==> src/rtl/sb_pkg.sv <==
// ----------------------------------------------------------------------------
// sb_pkg
// Shared definitions for the issue scoreboard:
//   - RISC-V major opcode constants
//   - sb_state_t   : drain sequencer states (RUN, DRAIN, DONE)
//   - inst_use_t   : which register fields an instruction reads/writes
//   - decode_use() : opcode -> inst_use_t
// ----------------------------------------------------------------------------
package sb_pkg;

    localparam int IDX_W = 5;

    localparam logic [6:0] OPC_OP     = 7'b0110011;
    localparam logic [6:0] OPC_OP_IMM = 7'b0010011;
    localparam logic [6:0] OPC_LOAD   = 7'b0000011;
    localparam logic [6:0] OPC_JALR   = 7'b1100111;
    localparam logic [6:0] OPC_STORE  = 7'b0100011;
    localparam logic [6:0] OPC_BRANCH = 7'b1100011;
    localparam logic [6:0] OPC_LUI    = 7'b0110111;
    localparam logic [6:0] OPC_AUIPC  = 7'b0010111;
    localparam logic [6:0] OPC_JAL    = 7'b1101111;

    typedef enum logic [1:0] {
        RUN   = 2'd0,
        DRAIN = 2'd1,
        DONE  = 2'd2
    } sb_state_t;

    typedef struct packed {
        logic uses_rs1;
        logic uses_rs2;
        logic uses_rd;
    } inst_use_t;

    function automatic inst_use_t decode_use(input logic [6:0] opcode);
        inst_use_t u;
        u = '0;
        case (opcode)
            OPC_OP: begin
                u.uses_rs1 = 1'b1;
                u.uses_rs2 = 1'b1;
                u.uses_rd  = 1'b1;
            end
            OPC_OP_IMM, OPC_LOAD, OPC_JALR: begin
                u.uses_rs1 = 1'b1;
                u.uses_rd  = 1'b1;
            end
            OPC_STORE, OPC_BRANCH: begin
                u.uses_rs1 = 1'b1;
                u.uses_rs2 = 1'b1;
            end
            OPC_LUI, OPC_AUIPC, OPC_JAL: begin
                u.uses_rd  = 1'b1;
            end
            default: u = '0;
        endcase
        return u;
    endfunction

endpackage

==> src/rtl/reg_pending_bank.sv <==
// ----------------------------------------------------------------------------
// reg_pending_bank
// One small up/down counter per architectural register recording how many
// writes to that register are still in flight. Register 0 has no storage and
// always reads as zero.
//
// Ports:
//   clk, reset     : clock, synchronous active-high reset
//   flush_i        : clear every counter on the next edge
//   inc_en_i/idx   : one issued write (caller guarantees counter not full)
//   dec_en_i/idx   : one retired write (ignored when counter already zero)
//   cnt_o          : per-register count
//   zero_o, full_o : per-register empty / saturated flags
//   all_zero_o     : no writes outstanding anywhere
// ----------------------------------------------------------------------------
module reg_pending_bank #(
    parameter int NUM_REGS = 32,
    parameter int CNT_W    = 2,
    parameter int IDX_W    = 5
) (
    input  logic                               clk,
    input  logic                               reset,
    input  logic                               flush_i,
    input  logic                               inc_en_i,
    input  logic [IDX_W-1:0]                   inc_idx_i,
    input  logic                               dec_en_i,
    input  logic [IDX_W-1:0]                   dec_idx_i,
    output logic [NUM_REGS-1:0][CNT_W-1:0]     cnt_o,
    output logic [NUM_REGS-1:0]                zero_o,
    output logic [NUM_REGS-1:0]                full_o,
    output logic                               all_zero_o
);

    genvar gi;
    generate
        for (gi = 0; gi < NUM_REGS; gi++) begin : g_reg
            if (gi == 0) begin : g_x0
                // x0 is hardwired: never pending, never saturated.
                assign cnt_o[gi]  = '0;
                assign zero_o[gi] = 1'b1;
                assign full_o[gi] = 1'b0;
            end else begin : g_cnt
                logic [CNT_W-1:0] cnt_q;
                logic [CNT_W-1:0] cnt_d;
                logic             inc_hit;
                logic             dec_hit;

                assign inc_hit = inc_en_i && (inc_idx_i == IDX_W'(gi));
                // Decrement of an idle register is dropped so it cannot wrap.
                assign dec_hit = dec_en_i && (dec_idx_i == IDX_W'(gi)) && (cnt_q != '0);

                always_comb begin
                    cnt_d = cnt_q;
                    if (inc_hit && !dec_hit) begin
                        cnt_d = cnt_q + CNT_W'(1);
                    end else if (dec_hit && !inc_hit) begin
                        cnt_d = cnt_q - CNT_W'(1);
                    end
                end

                always_ff @(posedge clk) begin
                    if (reset || flush_i) begin
                        cnt_q <= '0;
                    end else begin
                        cnt_q <= cnt_d;
                    end
                end

                assign cnt_o[gi]  = cnt_q;
                assign zero_o[gi] = (cnt_q == '0);
                assign full_o[gi] = (cnt_q == '1);
            end
        end
    endgenerate

    assign all_zero_o = &zero_o;

endmodule

==> src/rtl/issue_scoreboard.sv <==
// ----------------------------------------------------------------------------
// issue_scoreboard
// Issue gate between decode and execute. Tracks in-flight register writes,
// stalls decode on RAW hazards (source still pending) and on WAW saturation
// (destination counter full), sequences pipeline drains and handles flush.
//
// Ports:
//   clk, reset                      : clock, synchronous active-high reset
//   dec_valid/opcode/rd/rs1/rs2     : decoded instruction
//   dec_stall                       : hold instruction in decode
//   iss_valid                       : instruction presented to execute
//   iss_stall                       : execute cannot accept this cycle
//   wb_valid, wb_rd                 : one register write retired
//   flush                           : drop all tracking, return to RUN
//   drain_req                       : level request to empty the pipeline
//   drained                         : pipeline empty, issue held
//   hazard_cycles, drain_cycles     : perf counters (ISSUE_SB_PERF_EN only)
//
// Build option: define ISSUE_SB_PERF_EN to add the two perf counter outputs.
// ----------------------------------------------------------------------------
module issue_scoreboard
    import sb_pkg::*;
#(
    parameter int NUM_REGS = 32,
    parameter int CNT_W    = 2
) (
    input  logic        clk,
    input  logic        reset,
    input  logic        dec_valid,
    input  logic [6:0]  dec_opcode,
    input  logic [4:0]  dec_rd,
    input  logic [4:0]  dec_rs1,
    input  logic [4:0]  dec_rs2,
    output logic        dec_stall,
    output logic        iss_valid,
    input  logic        iss_stall,
    input  logic        wb_valid,
    input  logic [4:0]  wb_rd,
    input  logic        flush,
    input  logic        drain_req,
    output logic        drained
`ifdef ISSUE_SB_PERF_EN
    ,
    output logic [31:0] hazard_cycles,
    output logic [31:0] drain_cycles
`endif
);

    localparam logic [CNT_W-1:0] CNT_ONE = CNT_W'(1);

    inst_use_t                         use_w;
    logic                              hazard;
    logic                              run_ok;
    logic                              iss_fire;
    logic                              inc_en;
    logic                              dec_en;
    logic [NUM_REGS-1:0][CNT_W-1:0]    cnt;
    logic [NUM_REGS-1:0]               zero;
    logic [NUM_REGS-1:0]               full;
    logic                              all_zero;
    logic                              last_retire;
    logic                              drain_done;

    sb_state_t                         state_q;
    logic                              drained_q;

    // ------------------------------------------------------------------
    // Hazard detection on registered counts only (no writeback bypass).
    // x0 never reports pending since its counter is hardwired to zero.
    // ------------------------------------------------------------------
    assign use_w  = decode_use(dec_opcode);
    assign hazard = (use_w.uses_rs1 && !zero[dec_rs1])
                 || (use_w.uses_rs2 && !zero[dec_rs2])
                 || (use_w.uses_rd  &&  full[dec_rd]);

    // Issue is also blocked in the cycle drain_req rises and in a flush cycle.
    assign run_ok    = (state_q == RUN) && !drain_req && !flush;
    assign iss_valid = dec_valid && !hazard && run_ok;
    assign dec_stall = iss_stall || hazard || !run_ok;
    assign iss_fire  = iss_valid && !iss_stall;

    assign inc_en = iss_fire && use_w.uses_rd && (dec_rd != '0);
    assign dec_en = wb_valid && !flush;

    reg_pending_bank #(
        .NUM_REGS (NUM_REGS),
        .CNT_W    (CNT_W),
        .IDX_W    (IDX_W)
    ) u_bank (
        .clk        (clk),
        .reset      (reset),
        .flush_i    (flush),
        .inc_en_i   (inc_en),
        .inc_idx_i  (dec_rd),
        .dec_en_i   (dec_en),
        .dec_idx_i  (wb_rd),
        .cnt_o      (cnt),
        .zero_o     (zero),
        .full_o     (full),
        .all_zero_o (all_zero)
    );

    // The last outstanding write retires this cycle: exactly one register is
    // pending, it holds a single write, and writeback names it. Nothing can
    // issue while draining, so the counters are guaranteed empty next cycle
    // and DONE can be entered together with the final retirement.
    assign last_retire = wb_valid && (wb_rd != '0)
                      && (cnt[wb_rd] == CNT_ONE)
                      && (~zero == (NUM_REGS'(1) << wb_rd));
    assign drain_done  = all_zero || last_retire;

    // ------------------------------------------------------------------
    // Drain sequencer
    // ------------------------------------------------------------------
    always_ff @(posedge clk) begin
        if (reset || flush) begin
            state_q   <= RUN;
            drained_q <= 1'b0;
        end else begin
            case (state_q)
                RUN: begin
                    if (drain_req) begin
                        state_q <= DRAIN;
                    end
                end
                DRAIN: begin
                    if (!drain_req) begin
                        state_q <= RUN;
                    end else if (drain_done) begin
                        state_q   <= DONE;
                        drained_q <= 1'b1;
                    end
                end
                DONE: begin
                    if (!drain_req) begin
                        state_q   <= RUN;
                        drained_q <= 1'b0;
                    end
                end
                default: begin
                    state_q   <= RUN;
                    drained_q <= 1'b0;
                end
            endcase
        end
    end

    assign drained = drained_q;

`ifdef ISSUE_SB_PERF_EN
    // Free-running, wrapping counters; flush deliberately leaves them alone.
    logic [31:0] hazard_cycles_q;
    logic [31:0] drain_cycles_q;

    always_ff @(posedge clk) begin
        if (reset) begin
            hazard_cycles_q <= '0;
            drain_cycles_q  <= '0;
        end else begin
            if (dec_valid && hazard && (state_q == RUN)) begin
                hazard_cycles_q <= hazard_cycles_q + 32'd1;
            end
            if (state_q == DRAIN) begin
                drain_cycles_q <= drain_cycles_q + 32'd1;
            end
        end
    end

    assign hazard_cycles = hazard_cycles_q;
    assign drain_cycles  = drain_cycles_q;
`endif

endmodule
==> config.mk <==
export PLATFORM = sky130hd
export DESIGN_NAME = issue_scoreboard
export DESIGN_NICKNAME = d
export VERILOG_FILES = /design/src/rtl/sb_pkg.sv /design/src/rtl/reg_pending_bank.sv /design/src/rtl/issue_scoreboard.sv
export SDC_FILE = /design/constraint.sdc
export NUM_CORES = 1
export LEC_CHECK = 0
export ABC_AREA = 1
export CORE_UTILIZATION = 25
export CTS_CLUSTER_DIAMETER = 120
export DETAILED_ROUTE_END_ITERATION = 10
export GPL_TIMING_DRIVEN = 0
export SETUP_SLACK_MARGIN = 0.5
export SLEW_MARGIN = 20
export SYNTH_ARGS = -nofsm -noshare
export SYNTH_HDL_FRONTEND = slang
export SYNTH_SLANG_ARGS = --single-unit
==> constraint.sdc <==
create_clock -name clk -period 3.5 [get_ports clk]
set_clock_uncertainty 0.15 [all_clocks]
set_input_delay 0.7 -clock clk [delete_from_list [all_inputs] [get_ports clk]]
set_output_delay 0.7 -clock clk [all_outputs]
set_load 0.1 [all_outputs]
==> results.md <==
- Outcome: complete, no violations
- Skew-Pair Late Insertion Delay: 350 ps
- Dominant cell type by area after synthesis: dfxtp_1
- Multi-input gate area: between 5000 and 6000 um^2
- Layout cells sized above 1: between 20% and 30%
- Final worst-path cycle share: between 90% and 100%
- FF-to-FF End: u_bank.g_reg[24].g_cnt.cnt_q[1]
- Clock power share: between 40% and 50%
- Initial antenna violation count: 0
- I/O Pins: 37
- Total number of vias: roughly 8000
- Syn nets: about 1100
- Reg-to-reg setup timing slack: 270 ps
- Yosys warns: 0
- Switching power total: approximately 620 uW
- Leakage Power: approximately 0.0035 uW
- # diodes: 0
- Hold buffers post-CTS: 0
- Pre-CTS setup slack: -1380 ps
- Critical-path maximum fanout: 7
- Logic gate share of total power: roughly a fifth
- CP startpoint kind: input port
- Pins Over Slew Limit: 0
- Netlist cell types: 30
- Vias per Instance: about 5.4
- Register area share after synthesis: roughly a fifth
- DRT iter0 DRCs: about 950
- CTS tree: built
- Setup crit start: dec_rd[1]
- First-pass GRT wire length: 43200 um
- Max frequency: between 300 and 400 MHz
- Vias in the first global route: around 7200
- Die footprint: 25600 um^2
- Sw Share: 30.1%
- Setup TNS: 0 ps
- Hold Crit Start: state_q[0]
- Crit path arrival time: roughly 3300 ps
- Synth top area cells: dfxtp_1 21%, nand2_1 15%, o21ai_0 8.6%, a21oi_1 8.0%, inv_1 7.8%
- Setup violators final: 0
- # fillers: 2573
- Rel. slew slack: approximately 35%
- Hpwl dp: 21500 um
- Hold Crit Depth: 1
- Wire length per cell: between 15 and 20 um
- Row count: 57
- Top-area cell type share of the netlist area: a little over a fifth
- Largest net degree at the start of global routing: 12
- Critical Path RT: roughly 3600 ps
- Clock Path Buffers: 2
- CTS Buf Count: 9
- Synth Cell Area: about 6200 um^2
- Crit path time final: approximately 3200 ps
- Sink of the worst hold path: state_q[0]
- Mapped Cells: ~1100
- Routability cong.: approximately 1
- Initial Util: between 20% and 30%
- Htree depth: 3
- DRT antenna net count: 0
- Average size of a mapped cell: about 5.8 um^2
- CORE AREA: ~24000 um^2
- Fin worst setup slack: about 250 ps
- Storage element area: between 1000 and 1500 um^2
- Cell Int Power: ~1400 uW
- Drc violations: 0
- Met1 Usage GRT: ~30%
- Met3 Usage GRT: approximately 2.9%
- Worst reg2reg path depth: 21
- Final hold vios: 0
- Routing usage on met2: 34.9%
- RSZ-0062 raised after global routing: true
- Max Cap Viol: 0
- Tightest Hold Check Type: reg -> reg
- Synth Register Bits: 65
- Clk sink count: 65
- Clk slew on worst S/H paths: ~50 ps
- Setup crit end kind: flop
- PD cells: 226 nW/um^2
- Pre-antenna DRT Iters: 5
- Reg-to-reg startpoint: u_bank.g_reg[12].g_cnt.cnt_q[0]
- Worst-Margin Slew: 977 ps
- Total Power: 2060 uW
- CTS root buffer: clkbuf_16
- DIE HEIGHT: roughly 160 um
- Maximum vdd drop: between 0.2 and 0.25 mV
- Die Wd: around 160 um
- Total gr overflow: 0
- IO buf count: 30
- Crit Path Class: in -> reg
- Tot GR Track Use: between 20% and 30%
- Layout area overhead: 45.5%
- Nets: about 1200
- Routed wire length: roughly 30000 um
- Reg power frac: a little over a third
- GRT busiest layer: met2
layout make-up:
cell class / instances / share of cell area (%)
Multi-Input combinational cell: 843 / 59.7
Sequential cell: 65 / 14.4
Timing Repair Buffer: 84 / 9.70
Inverter: 136 / 5.85
Tap cell: 324 / 4.46
Clock buffer: 11 / 2.67
Buffer: 36 / 2.62
Clock inverter: 5 / 0.606
repair_timing:
item | in CTS | in global routing
pin swaps | 53 | 84
gates resized for setup | 234 | 222
setup buffers | 31 | 21
endpoints found under the setup margin | 67 | 67
gates cloned | 2 | 0
state kept, by name, summed over array words and instances, names as in the netlist:
| signal | flops |
|---|---|
| state_q | 2 |
| u_bank.g.g_cnt.cnt_q | 62 |
| drained | 1 |
Yosys cell counts (all sizes together):
cell	instances
nand3	96
o31ai	1
a21oi	100
ha	31
nor3b	1
o21ai	119
nand3b	12
clkinv	1
a22oi	2
o211ai	9
nor4	5
buf	19
nand2	253
nand4	44
a21boi	1
nor3	6
nor2	145
clkbuf	17
xor2	18
inv	135
dfxtp	65
stage by stage:
step	area (um^2)	hold WS [ps]	util [%]	cells
4_1_cts	8180	342	33.6	1483
5_1_grt	9080	393	37.2	1504
6_report	9080	357	37.2	1504
3_3_place_gp	6990	323	28.7	1434
2_1_floorplan	6290	303	-	1080
3_5_place_dp	6990	333	28.7	1434
power groups by stage:
stage                     logic, uW  registers [uW]  clock network, uW
final                           392             742                923
after detailed placement        321             758                  0
after CTS                       358             742                930
after global routing            417             741                972
after global placement          324             758                  0
after floorplan                 190             759                  0
layer usage:
| metal | share of wire [%] | wire (um) | vias up |
|---|---|---|---|
| met4 | 5.6 | 1690 | 0 |
| met2 | 45 | 13400 | 486 |
| met5 | 0 | 0 | - |
| met1 | 40 | 12000 | 3704 |
| met3 | 9.9 | 2960 | 107 |
| li1 | - | - | 3794 |
worst max path at each step:
| stage | to | slack, ps | cells after the start |
|---|---|---|---|
| CTS | u_bank.g_reg[29].g_cnt.cnt_q[1] | 310 | 22 |
| finish | u_bank.g_reg[24].g_cnt.cnt_q[1] | 250 | 22 |
| global placement | iss_valid | -1380 | 12 |
| global route | u_bank.g_reg[24].g_cnt.cnt_q[1] | 170 | 22 |
| floorplan | iss_valid | 270 | 12 |
| detailed placement | iss_valid | -1380 | 12 |
cells by family (layout without fill, tap and decap cells):
kind of cell / count (synthesis) / after routing / share of synthesized area, %
simple gates: 562 / 562 / 40.4
compound gates: 232 / 232 / 19.1
buf+inv: 172 / 272 / 11.0
flops: 65 / 65 / 20.8
fa+ha+maj: 31 / 31 / 6.21
xor+xnor: 18 / 18 / 2.52
placed cells by master (no fill, tap or decap), types with 7 or more instances in the layout:
master,netlist,final
nor2_1,121,67
nand3_1,95,91
buf_12,0,7
buf_2,13,12
o21ai_1,12,71
nand4_1,42,42
inv_2,6,23
buf_6,3,25
nand2_2,3,12
a21oi_1,100,72
clkbuf_2,0,9
nor2_2,22,21
buf_4,0,32
nor2_4,2,57
clkbuf_16,0,10
ha_4,0,30
dlygate4sd2_1,0,8
a21oi_2,0,26
dfxtp_1,65,62
nand2_1,250,234
clkbuf_1,17,8
o21ai_0,107,29
nand3b_1,12,12
o21ai_2,0,18
o211ai_1,9,9
inv_1,129,107
clkdlybuf4s50_1,0,10
xor2_1,18,15
critical path, cell delays in order:
cell and delay (ps):
buf_12 130, nor2_4 250, inv_1 70, nor2_1 120, o21ai_1 100, nand4_1 90, nor2_1 60, nand2_1 60
nand2_2 70, nand2_2 80, nand3_4 90, nor2_4 160, buf_6 120, nand4_4 70, buf_12 170, buf_16 150
nor2_4 120, ha_4 220, a21oi_2 120, o21ai_1 110, o21ai_1 170, a21oi_1 60
Power figures use the tool's default switching activity.
